[config.mk]
export PLATFORM = sky130hd
export DESIGN_NAME = alu_arbiter_flat
export DESIGN_NICKNAME = d
export VERILOG_FILES = /design/src/rtl/alu_arbiter_if.sv /design/src/rtl/alu_arbiter.sv /design/src/flat_wrapper.sv
export SDC_FILE = /design/constraint.sdc
export NUM_CORES = 1
export LEC_CHECK = 0
export BUFFER_PORTS_ARGS = -buffer_cell sky130_fd_sc_hd__buf_2
export CAP_MARGIN = 30
export CORE_MARGIN = 2
export CORE_UTILIZATION = 35
export CTS_CLUSTER_DIAMETER = 30
export CTS_CLUSTER_SIZE = 25
export DETAILED_ROUTE_END_ITERATION = 16
export SYNTH_ARGS = -nofsm -noshare
export SYNTH_HDL_FRONTEND = slang
export SYNTH_SLANG_ARGS = --single-unit
[constraint.sdc]
create_clock -name clk -period 1.43 [get_ports clk]
set_input_delay 0.286 -clock clk [delete_from_list [all_inputs] [get_ports clk]]
set_output_delay 0.286 -clock clk [all_outputs]
set_load 0.05 [all_outputs]
[src/rtl/alu_arbiter_if.sv]
// Bundle of client request ports, ALU-side ports and result/status ports for alu_arbiter.
// The master side is the environment (clients plus ALU); the slave side is the arbiter.
interface alu_arbiter_if;
  logic       req0;
  logic [3:0] op0;
  logic [7:0] a0;
  logic [7:0] b0;
  logic       req1;
  logic [3:0] op1;
  logic [7:0] a1;
  logic [7:0] b1;
  logic       gnt0;
  logic       gnt1;
  logic [7:0] alu_a;
  logic [7:0] alu_b;
  logic [3:0] alu_cl;
  logic [7:0] alu_out;
  logic [7:0] res;
  logic       res_valid;
  logic       res_id;
  logic       err;
  logic       busy;
  logic [7:0] op_count;

  modport master (
    output req0, op0, a0, b0, req1, op1, a1, b1, alu_out,
    input  gnt0, gnt1, alu_a, alu_b, alu_cl, res, res_valid, res_id, err, busy, op_count
  );

  modport slave (
    input  req0, op0, a0, b0, req1, op1, a1, b1, alu_out,
    output gnt0, gnt1, alu_a, alu_b, alu_cl, res, res_valid, res_id, err, busy, op_count
  );
endinterface

[src/rtl/alu_arbiter.sv]
// Round-robin arbiter sharing one combinational 8-bit ALU between two requesters;
// holds the granted operands for ISSUE_WAIT cycles, then returns the tagged result.
module alu_arbiter #(
  parameter int         ISSUE_WAIT = 1,
  parameter logic [3:0] DIV_OP     = 4'b0011
) (
  input  logic         clk,
  input  logic         rst,
  alu_arbiter_if.slave bus
);

  typedef enum logic {IDLE, EXEC} state_t;

  state_t     r_state, w_state_nxt;
  logic       r_last, r_id;
  logic [3:0] r_cnt;
  logic       r_gnt0, r_gnt1, r_res_valid, r_err, r_res_id;
  logic [7:0] r_alu_a, r_alu_b, r_res, r_op_count;
  logic [3:0] r_alu_cl;

  logic       w_sel_vld, w_sel_id, w_done;
  logic [7:0] w_sel_a, w_sel_b;
  logic [3:0] w_sel_cl;

  function automatic logic is_div0(input logic [3:0] cl, input logic [7:0] b);
    return (cl == DIV_OP) && (b == 8'd0);
  endfunction

  assign w_done = (r_state == EXEC) && (r_cnt == 4'(ISSUE_WAIT - 1));

  always_comb begin
    w_state_nxt = r_state;
    w_sel_vld   = 1'b0;
    w_sel_id    = 1'b0;
    unique case (r_state)
      IDLE: begin
        // On a tie the requester that did not win last time goes next.
        if (bus.req0 && bus.req1) begin
          w_sel_vld = 1'b1;
          w_sel_id  = ~r_last;
        end else if (bus.req0) begin
          w_sel_vld = 1'b1;
          w_sel_id  = 1'b0;
        end else if (bus.req1) begin
          w_sel_vld = 1'b1;
          w_sel_id  = 1'b1;
        end
        if (w_sel_vld) w_state_nxt = EXEC;
      end
      EXEC: begin
        if (w_done) w_state_nxt = IDLE;
      end
      default: w_state_nxt = IDLE;
    endcase
  end

  always_comb begin
    w_sel_a  = w_sel_id ? bus.a1  : bus.a0;
    w_sel_b  = w_sel_id ? bus.b1  : bus.b0;
    w_sel_cl = w_sel_id ? bus.op1 : bus.op0;
  end

  always_ff @(posedge clk or posedge rst) begin
    if (rst) r_state <= IDLE;
    else     r_state <= w_state_nxt;
  end

  always_ff @(posedge clk or posedge rst) begin
    if (rst) begin
      r_last      <= 1'b1;
      r_id        <= 1'b0;
      r_cnt       <= 4'd0;
      r_gnt0      <= 1'b0;
      r_gnt1      <= 1'b0;
      r_alu_a     <= 8'd0;
      r_alu_b     <= 8'd0;
      r_alu_cl    <= 4'd0;
      r_res       <= 8'd0;
      r_res_valid <= 1'b0;
      r_res_id    <= 1'b0;
      r_err       <= 1'b0;
      r_op_count  <= 8'd0;
    end else begin
      r_gnt0      <= w_sel_vld & ~w_sel_id;
      r_gnt1      <= w_sel_vld &  w_sel_id;
      r_res_valid <= w_done;
      r_err       <= w_done & is_div0(r_alu_cl, r_alu_b);
      if (w_sel_vld) begin
        r_alu_a  <= w_sel_a;
        r_alu_b  <= w_sel_b;
        r_alu_cl <= w_sel_cl;
        r_last   <= w_sel_id;
        r_id     <= w_sel_id;
        r_cnt    <= 4'd0;
      end else if (r_state == EXEC) begin
        r_cnt <= r_cnt + 4'd1;
      end
      // Capture stage: a trapped divide never looks at alu_out.
      if (w_done) begin
        r_res      <= is_div0(r_alu_cl, r_alu_b) ? 8'hFF : bus.alu_out;
        r_res_id   <= r_id;
        r_op_count <= r_op_count + 8'd1;
      end
    end
  end

  assign bus.gnt0      = r_gnt0;
  assign bus.gnt1      = r_gnt1;
  assign bus.alu_a     = r_alu_a;
  assign bus.alu_b     = r_alu_b;
  assign bus.alu_cl    = r_alu_cl;
  assign bus.res       = r_res;
  assign bus.res_valid = r_res_valid;
  assign bus.res_id    = r_res_id;
  assign bus.err       = r_err;
  assign bus.busy      = (r_state == EXEC);
  assign bus.op_count  = r_op_count;

endmodule

[src/flat_wrapper.sv]
// flat-port wrapper written by rule: the top's interface ports become plain ports
module alu_arbiter_flat 
#(
  parameter int         ISSUE_WAIT = 1,
  parameter logic [3:0] DIV_OP     = 4'b0011
)
  (clk, rst, bus_req0, bus_op0, bus_a0, bus_b0, bus_req1, bus_op1, bus_a1, bus_b1, bus_alu_out, bus_gnt0, bus_gnt1, bus_alu_a, bus_alu_b, bus_alu_cl, bus_res, bus_res_valid, bus_res_id, bus_err, bus_busy, bus_op_count);
  alu_arbiter_if bus_i ();
  input  logic clk;
  input  logic rst;
  input wire logic [$bits(bus_i.req0)-1:0] bus_req0;
  input wire logic [$bits(bus_i.op0)-1:0] bus_op0;
  input wire logic [$bits(bus_i.a0)-1:0] bus_a0;
  input wire logic [$bits(bus_i.b0)-1:0] bus_b0;
  input wire logic [$bits(bus_i.req1)-1:0] bus_req1;
  input wire logic [$bits(bus_i.op1)-1:0] bus_op1;
  input wire logic [$bits(bus_i.a1)-1:0] bus_a1;
  input wire logic [$bits(bus_i.b1)-1:0] bus_b1;
  input wire logic [$bits(bus_i.alu_out)-1:0] bus_alu_out;
  output wire logic [$bits(bus_i.gnt0)-1:0] bus_gnt0;
  output wire logic [$bits(bus_i.gnt1)-1:0] bus_gnt1;
  output wire logic [$bits(bus_i.alu_a)-1:0] bus_alu_a;
  output wire logic [$bits(bus_i.alu_b)-1:0] bus_alu_b;
  output wire logic [$bits(bus_i.alu_cl)-1:0] bus_alu_cl;
  output wire logic [$bits(bus_i.res)-1:0] bus_res;
  output wire logic [$bits(bus_i.res_valid)-1:0] bus_res_valid;
  output wire logic [$bits(bus_i.res_id)-1:0] bus_res_id;
  output wire logic [$bits(bus_i.err)-1:0] bus_err;
  output wire logic [$bits(bus_i.busy)-1:0] bus_busy;
  output wire logic [$bits(bus_i.op_count)-1:0] bus_op_count;
  assign bus_i.req0 = bus_req0;
  assign bus_i.op0 = bus_op0;
  assign bus_i.a0 = bus_a0;
  assign bus_i.b0 = bus_b0;
  assign bus_i.req1 = bus_req1;
  assign bus_i.op1 = bus_op1;
  assign bus_i.a1 = bus_a1;
  assign bus_i.b1 = bus_b1;
  assign bus_i.alu_out = bus_alu_out;
  assign bus_gnt0 = bus_i.gnt0;
  assign bus_gnt1 = bus_i.gnt1;
  assign bus_alu_a = bus_i.alu_a;
  assign bus_alu_b = bus_i.alu_b;
  assign bus_alu_cl = bus_i.alu_cl;
  assign bus_res = bus_i.res;
  assign bus_res_valid = bus_i.res_valid;
  assign bus_res_id = bus_i.res_id;
  assign bus_err = bus_i.err;
  assign bus_busy = bus_i.busy;
  assign bus_op_count = bus_i.op_count;
  alu_arbiter #(.ISSUE_WAIT(ISSUE_WAIT), .DIV_OP(DIV_OP)) u_core (.clk(clk), .rst(rst), .bus(bus_i));
endmodule
==> impl_metrics.py, run 1 <==
metrics = {
    "run_status": {
        "status": "finished, final reports clean",
    },
    "logic_synthesis": {
        "yosys_warnings": 0,
        "synth_seq_cells": 48,
        "synth.distinct_cells": 38,
        "yosysMostFrequentCell": "dfrtp_1",
        "postSynth.asyncResetShare_pct": 100,
        "yosysSeqAreaShare_pct": 54.9,
        "ys_top_cells_by_count": "dfrtp_1, nand2_1, a21oi_1",
        "synth_top_cell_area_share_pct": 53.7,
        "avgSynthCellArea_um2": 10.1,
        "synth_top_area_cell": "dfrtp_1",
        "netlist_area_mm2": 0.00219,
        "synth_ff_type": "dfrtp_1",
        "synth_area_leaders": "dfrtp_1, a21oi_1, a22oi_1",
        "synth-edff-count": 0,
        "postSynthNetCount": 272,
        "synth_cells": 217,
    },
    "power_and_ir_drop": {
        "p_per_area_mw_per_mm2": 2440,
        "ir_worst_vdd_uv": 1190,
        "power_uw": 7370,
        "leakagePower_uw": 0.00154,
    },
    "global_route": {
        "grt_pass1_wl_um": 9690,
        "grt_usage_pct": 17.1,
        "grt.overflow.total": 0,
        "antenna_found_initial": 0,
        "grt_max_degree": 29,
        "grt_pass1_vias": 2020,
    },
    "drt": {
        "avgViaCountPerCell": 5.02,
        "dr.pass1.iters": 4,
        "wirelength_um": 5860,
        "drt.antenna.violating_nets": 0,
        "drt_iter0_markers": 140,
        "vias": 2001,
        "wl_per_cell_um": 14.7,
        "route.detailed.drc": 0,
    },
    "final_layout": {
        "design_area_mm2": 0.00302,
        "drive_above_1_share_pct": 43.8,
        "fin_util_pct": 50.4,
        "layout.nets": 378,
        "syn2layout_area_growth_pct": 38.0,
        "antenna_cells": 0,
    },
    "die": {
        "ios": 94,
        "die-width_um": 83.1,
        "core_region_area_mm2": 0.00599,
        "rows": 28,
        "die_area_mm2": 0.00690,
        "die_h_um": 83.1,
        "start_util_pct": 36.5,
    },
    "place": {
        "portBuffers": 93,
        "place_area_mm2": 0.00279,
        "gp_congestion": 0.729,
        "dp_hpwl_um": 4220,
    },
    "sta": {
        "worstMarginPinSlew_ns": 0.593,
        "tns_ns": 0,
        "finalCriticalPeriod_ns": 1.38,
        "hold_violations": 0,
        "period_share_pct": 96.5,
        "slew_viol_final": 0,
        "slew-limit-headroom_pct": 60.5,
        "setup_viol": 0,
        "rsz0062_at_grt": "no",
        "finClkSkew_ns": 0.00986,
        "timing.fmax_mhz": 725,
    },
    "min_path": {
        "hold_class": "in2async",
    },
    "clock_network": {
        "cts_tree": "yes",
        "cts_buffers": 5,
        "cts_sinks": 48,
        "clk_path_buf_depth": 2,
        "clkLatencyLatePin_ns": 0.31,
        "clk_pin_slew_worst_paths_ns": 0.10,
        "htreeDepth": 2,
        "cts.root.buffer_cell": "clkbuf_8",
    },
    "critical_path": {
        "worstPathArrival_ns": 1.09,
        "critPathMaxFanout": 7,
        "crit_path_frequent_cell": "buf_4",
        "start_kind": "flop",
        "worstPathRequired_ns": 1.14,
        "cp_slowest_cell": "dfrtp_2",
        "crit_chain": "buf_4 -> buf_4",
        "worstSetupPathType": "reg2out",
        "endpoint_kind": "output pin",
        "cpPeakStageDelay_ns": 0.44,
    },
    "flow_run": {
        "drv_cap": 0,
    },
}
-- state kept, by name, indices dropped and copies added, names as in the netlist, 4 cells and up --
signal / count
u_core.bus.alu_cl: 4
u_core.bus.op_count: 8
u_core.bus.alu_b: 8
u_core.bus.alu_a: 8
u_core.r_cnt: 4
u_core.bus.res: 8
-- layer usage --
layer,global-route usage [%],vias up,wire [µm]
li1,-,970,-
met1,23.1,950,2590
met2,27.2,79,2770
met3,5.86,2,483
met4,3.13,0,18
met5,0,-,0
-- cell type report --
type                    count  area, µm²
inverters                   4       18.8
repair buffers            115        651
flip-flops and latches     48       1200
multi-input cells         149        936
clock buffers               5       68.8
fillers                   561       2970
well taps                  75       93.8
clock inverters             3       47.5
-- stage by stage --
step | instances | hold slack, ns | worst slack (ns)
3_5_place_dp | 385 | 0.366 | -0.000770
5_1_grt | 399 | 0.0346 | 0.000390
3_3_place_gp | 385 | 0.368 | 0.0470
2_1_floorplan | 217 | 0.315 | -0.0990
4_1_cts | 394 | 0.0293 | 0.00242
6_report | 399 | 0.0227 | 0.0503
-- where the power goes --
| group | total, µW | internal, µW | switching (µW) |
|---|---|---|---|
| Sequential | 2330 | 1930 | 407 |
| Combinational | 4010 | 1210 | 2800 |
| Clock | 1020 | 527 | 496 |
-- path summary, 6_finish.rpt --
kind,startpoint,cells after the start,endpoint,slack [ns]
max,u_core.bus.busy,2,bus_busy,0.05
min,rst,3,u_core.bus.res[7],0.02
max reg2reg,u_core.r_cnt[0],6,u_core.bus.op_count[5],0.10
min reg2reg,u_core.r_id,2,u_core.bus.res_id,0.47
max in group asynchronous,rst,3,u_core.r_last,1.04
min in group clk,bus_b1[4],2,u_core.bus.alu_b[4],0.22
-- cells by family after synthesis --
kind of cell | after synthesis | synth area share, %
AND/OR/NAND/NOR | 71 | 16.0
AO/OA/AOI/OAI | 67 | 18.8
flip-flops | 48 | 54.9
buffers and inverters | 20 | 5.26
XOR/XNOR | 7 | 2.80
adder cells (fa/ha/maj) | 3 | 1.72
multiplexers | 1 | 0.515
-- cells in the final DEF (no fill, tap or decap), drive strengths merged, types with 4 or more instances in the layout --
cell    instances
a21oi          24
dfrtp          47
and3            4
buf           115
xor2            4
nand3           5
a22oi          16
nor2           19
o21ai          18
a221o           4
nand2          28
clkbuf          5
-- critical path: cells and delay by family (launching register included) --
family	cells	cell delay, ns
buf+inv	2	0.36
flops	1	0.44
-- repair_timing --
action / CTS / global route
resized for setup: 3 / 10
pin swaps: 0 / 2
hold buffers: 0 / 0
hold endpoints to repair: 0 / 0
setup endpoints to repair: 3 / 15
setup buffers: 1 / 4
gates cloned: 0 / 1
No activity file was read; power rests on OpenSTA's default activity.
==> run 2: changes to the inputs <==
- CORE_UTILIZATION: 35 -> 43
- PLACE_DENSITY: unset -> 0.76
==> impl_metrics.py, run 2 (synthesized netlist as in run 1, its figures left out) <==
metrics = {
    "clock_network": {
        "clk_pin_slew_worst_paths_ns": 0.09,
        "htreeDepth": 2,
        "clkLatencyLatePin_ns": 0.30,
        "clk_path_buf_depth": 2,
        "cts.root.buffer_cell": "clkbuf_8",
        "cts_buffers": 5,
        "cts_tree": "yes",
        "cts_sinks": 48,
        "ctsHoldBuffers": 0,
    },
    "final_layout": {
        "antenna_cells": 0,
        "syn2layout_area_growth_pct": 39.6,
        "final_cell_mix": "buf_2, dfrtp_1, nand2_1",
        "layout.nets": 378,
        "mostFrequentLayoutCell": "buf_2",
        "regArea_mm2": 0.00120,
        "final_cells": 391,
        "drive_above_1_share_pct": 43.8,
        "num-fill-cells": 429,
        "multi_input_comb_area_um2": 951,
        "fin_util_pct": 63.4,
    },
    "sta": {
        "hold_violations": 0,
        "period_share_pct": 95.6,
        "slew_viol_final": 0,
        "timing.fmax_mhz": 731,
        "finalCriticalPeriod_ns": 1.37,
        "worstMarginPinSlew_ns": 0.486,
        "slew-limit-headroom_pct": 67.6,
        "finClkSkew_ns": 0.00941,
        "rsz0062_at_grt": "no",
        "setup_viol": 0,
    },
    "place": {
        "gp_congestion": 0.825,
        "portBuffers": 93,
        "dp_hpwl_um": 4030,
        "place_inst": 379,
    },
    "critical_path": {
        "crit_path_frequent_cell": "buf_8",
        "crit_chain": "inv_1 -> ha_4 -> nand4bb_4 -> buf_8 -> buf_8 -> nor2_1 -> a21oi_1",
        "endpoint_kind": "flop",
        "worstSetupPathType": "reg2reg",
        "critPathBufInv": 3,
        "worstPathArrival_ns": 1.55,
        "cpPeakStageDelay_ns": 0.38,
        "critPathTopFamily": "buffers and inverters",
        "cp_slowest_cell": "dfrtp_1",
        "critPathMaxFanout": 6,
        "worstPathRequired_ns": 1.62,
        "start_kind": "flop",
    },
    "global_route": {
        "grt_max_degree": 49,
        "grt_pass1_vias": 1866,
        "grt_usage_pct": 20.2,
        "grt.overflow.total": 0,
        "grt_pass1_wl_um": 8820,
        "antenna_found_initial": 0,
    },
    "min_path": {
        "hold_class": "in2async",
    },
    "die": {
        "core_region_area_mm2": 0.00482,
        "die_area_mm2": 0.00568,
        "ios": 94,
        "die_h_um": 75.3,
        "start_util_pct": 45.4,
        "rows": 25,
        "die-width_um": 75.3,
    },
    "drt": {
        "drt.antenna.violating_nets": 0,
        "dr.pass1.iters": 4,
        "route.detailed.drc": 0,
        "vias": 2016,
        "drt_iter0_markers": 131,
        "wl_per_cell_um": 14.5,
        "wirelength_um": 5690,
        "avgViaCountPerCell": 5.16,
    },
    "power_and_ir_drop": {
        "p_per_area_mw_per_mm2": 2400,
        "ir_worst_vdd_uv": 1220,
        "power_uw": 7320,
        "leakagePower_uw": 0.00156,
    },
    "run_status": {
        "status": "finished, final reports clean",
    },
    "flow_run": {
        "drv_cap": 0,
    },
}
==> run 2: cell count changes in the layout (fill, tap and decap cells not counted), sizes merged <==
cell,change
buf,-1
bufinv,-1
clkinv,-2
clkbuf,+3
clkinvlp,+1
==> run 2: worst paths after layout <==
check	from	endpoint	slack (ns)	depth (start not counted)
max	u_core.r_cnt[1]	u_core.bus.res[7]	0.06	7
min	rst	u_core.bus.op_count[6]	0.02	3
max reg2reg	u_core.r_cnt[1]	u_core.bus.res[7]	0.06	7
min reg2reg	u_core.bus.alu_a[6]	u_core.bus.alu_a[6]	0.48	2
max in group asynchronous	rst	u_core.r_last	1.12	3
min in group clk	bus_b1[6]	u_core.bus.alu_b[6]	0.21	2
==> run 2: stage by stage <==
step	hold WS [ns]	cell area, µm²	worst slack [ns]	setup TNS, ns
5_1_grt	0.0485	3060	0.000618	0
4_1_cts	0.0421	2940	0.0133	0
3_5_place_dp	0.370	2820	-0.0566	-0.106
3_3_place_gp	0.366	2820	0.0256	0
6_report	0.0229	3060	0.0626	0
2_1_floorplan	0.315	2210	-0.0990	-0.366
==> run 2: final cells by class <==
class,count,share of cell area (%)
Sequential cell,48,39.4
Multi-Input combinational cell,149,31.1
Timing Repair Buffer,115,23.1
Clock buffer,7,2.83
Tap cell,67,2.74
Inverter,4,0.614
Clock inverter,1,0.246
==> run 2: worst reg2reg max path, cell delays in order, from the launching register on <==
cell and delay [ns]:
dfrtp_1 0.38, inv_1 0.11, ha_4 0.15, nand4bb_4 0.13
buf_8 0.17, buf_8 0.13, nor2_1 0.11, a21oi_1 0.08
==> run 2: metal layers <==
layer	vias to the layer above	share of wire, %	GRT usage, %
met5	-	0	0
met4	0	1.4	5.65
met3	6	7.2	4.50
li1	969	-	-
met1	954	43	28.5
met2	87	49	31.6
==> run 2: power by group <==
part	leakage [µW]	internal, µW	switching (µW)	total (µW)
registers	0.000588	1930	427	2350
clock network	0.0000445	394	454	847
logic	0.000927	1300	2820	4120
==> run 2: repair_timing <==
item                                    4_1_cts  5_1_grt
resized for setup                             4       14
endpoints found under the setup margin        3       14
cloned                                        0        1
hold endpoints to repair                      0        0
setup buffers                                 1        2
pin swaps                                     0        4
==> run 3: changes to the inputs <==
--- a/config.mk
+++ b/config.mk
@@ -6,7 +6,7 @@
 export NUM_CORES = 1
 export LEC_CHECK = 0
+export ABC_CLOCK_PERIOD_IN_PS = 1430
 export BUFFER_PORTS_ARGS = -buffer_cell sky130_fd_sc_hd__buf_2
 export CAP_MARGIN = 30
-export CORE_MARGIN = 2
 export CORE_UTILIZATION = 43
 export CTS_CLUSTER_DIAMETER = 30
==> constraint.sdc (replaced) <==
create_clock -name clk -period 1.43 [get_ports clk]
set_input_delay 0.0715 -clock clk [delete_from_list [all_inputs] [get_ports clk]]
set_output_delay 0.0715 -clock clk [all_outputs]
set_load 0.05 [all_outputs]
==> impl_metrics.py, run 3 (synthesized netlist as in run 1, its figures left out) <==
metrics = {
    "sta": {
        "finClkSkew_ns": 0.00345,
        "slew_viol_final": 0,
        "hold_violations": 0,
        "worstMarginPinSlew_ns": 0.400,
        "hold_ws_ns": 0.00499,
        "timing.fmax_mhz": 735,
        "period_share_pct": 95.1,
        "setup_viol": 0,
        "finalCriticalPeriod_ns": 1.36,
        "tns_ns": 0,
        "slew-limit-headroom_pct": 73.3,
    },
    "min_path": {
        "min_to": "u_core.bus.alu_b[3]",
        "hold_path_depth": 2,
        "hold_class": "in2reg",
        "hp-start": "bus_b1[3]",
    },
    "drt": {
        "dr.pass1.iters": 4,
        "drt_iter0_markers": 106,
        "wl_per_cell_um": 13.9,
        "avgViaCountPerCell": 5.14,
        "drt.antenna.violating_nets": 0,
        "route.detailed.drc": 0,
        "wirelength_um": 5400,
        "vias": 2001,
    },
    "global_route": {
        "grt_usage_pct": 21.6,
        "antenna_found_initial": 0,
        "grt_max_degree": 23,
        "grt.overflow.total": 0,
        "grt_pass1_vias": 1887,
        "grt_pass1_wl_um": 8840,
    },
    "clock_network": {
        "cts_tree": "yes",
        "cts_sinks": 48,
        "clkLatencyLatePin_ns": 0.30,
        "clk_pin_slew_worst_paths_ns": 0.09,
        "clk_path_buf_depth": 2,
        "cts_buffers": 5,
        "htreeDepth": 2,
        "cts.root.buffer_cell": "clkbuf_8",
    },
    "power_and_ir_drop": {
        "p_switching_uw": 3580,
        "ir_worst_vdd_uv": 1280,
        "clock_power_share_pct": 13.4,
        "p_sw_share_pct": 49.9,
        "p_int_uw": 3590,
        "p_per_area_mw_per_mm2": 2390,
        "p_comb_share_pct": 53.9,
        "power_frac_seq_pct": 32.6,
        "leakagePower_uw": 0.00152,
    },
    "flow_run": {
        "drv_cap": 0,
    },
    "final_layout": {
        "num-fill-cells": 442,
        "antenna_cells": 0,
        "drive_above_1_share_pct": 41.0,
        "fin_util_pct": 62.3,
        "final_cells": 389,
        "layout.nets": 376,
        "regArea_mm2": 0.00120,
        "syn2layout_area_growth_pct": 37.2,
        "multi_input_comb_area_um2": 908,
        "mostFrequentLayoutCell": "buf_2",
        "final_cell_mix": "buf_2, dfrtp_1, nand2_1",
    },
    "place": {
        "dp_hpwl_um": 3970,
        "place_inst": 376,
        "gp_congestion": 0.738,
        "portBuffers": 93,
    },
    "critical_path": {
        "endpoint_kind": "flop",
        "rrSetupSlack_ns": 0.07,
        "worstPathRequired_ns": 1.62,
        "worstRegToRegCells": 7,
        "worstSetupPathType": "reg2reg",
        "critPathMaxFanout": 8,
        "worstPathArrival_ns": 1.55,
        "reg2reg_to": "u_core.bus.op_count[4]",
        "r2r-start": "u_core.r_cnt[1]",
        "start_kind": "flop",
    },
    "die": {
        "die-width_um": 73.3,
        "start_util_pct": 45.4,
        "rows": 25,
        "die_h_um": 73.3,
        "core_region_area_mm2": 0.00482,
        "die_area_mm2": 0.00538,
        "ios": 94,
    },
    "run_status": {
        "status": "finished, final reports clean",
    },
}
[run 3: what timing repair did]
action,4_1_cts,5_1_grt
buffers inserted,0,2
gates resized for setup,2,7
hold buffers,3,0
pin swaps,0,1
endpoints found under the setup margin,6,18
cloned,0,0
hold endpoints to repair,18,0
[run 3: cell type report]
class,count,area share [%]
Clock inverter,2,1.17
Multi-Input combinational cell,149,30.3
Sequential cell,48,40.1
Timing Repair Buffer,113,22.7
Tap cell,67,2.79
Clock buffer,6,2.42
Inverter,4,0.584
[run 3: layer usage]
layer  track usage (%)  wire length, µm
met5                 0                0
met4              8.33               91
met3              5.62              346
met2              35.7             2650
met1              27.3             2310
[run 3: worst max-delay path: stages (launching register included)]
cell       delay (ns)
dfrtp_1          0.41
inv_2            0.06
ha_1             0.13
nand4bb_1        0.12
buf_6            0.17
inv_4            0.08
nand4_1          0.13
xnor2_1          0.15
[run 3: power by group through the flow]
| stage | Clock (µW) | Sequential [µW] | Combinational [µW] |
|---|---|---|---|
| after floorplan | 0 | 3940 | 1210 |
| after global placement | 0 | 2340 | 3710 |
| after detailed placement | 0 | 2360 | 3780 |
| after CTS | 986 | 2330 | 3810 |
| after global routing | 1040 | 2410 | 4140 |
| final | 963 | 2340 | 3870 |
[run 3: per-stage QoR]
step | setup WS [ns] | total power (µW) | cell area [µm²]
final | 0.0701 | 7170 | 3000
after global routing | -0.0183 | 7590 | 3000
after CTS | 0.0171 | 7130 | 2950
after detailed placement | -0.00463 | 6130 | 2810
after global placement | 0.0768 | 6060 | 2810
after floorplan | -0.0693 | 5150 | 2200
[run 3: how the worst max path moves through the flow]
stage / start / cells after the start / slack, ns / endpoint
floorplan: u_core.bus.busy / 6 / -0.07 / u_core.bus.alu_b[3]
global placement: u_core.r_cnt[1] / 8 / 0.08 / u_core.bus.res[5]
detailed placement: u_core.r_cnt[1] / 8 / -0.005 / u_core.bus.res[7]
CTS: u_core.r_cnt[1] / 7 / 0.02 / u_core.bus.op_count[4]
global route: u_core.r_cnt[1] / 7 / -0.02 / u_core.bus.res[1]
finish: u_core.r_cnt[1] / 7 / 0.07 / u_core.bus.op_count[4]
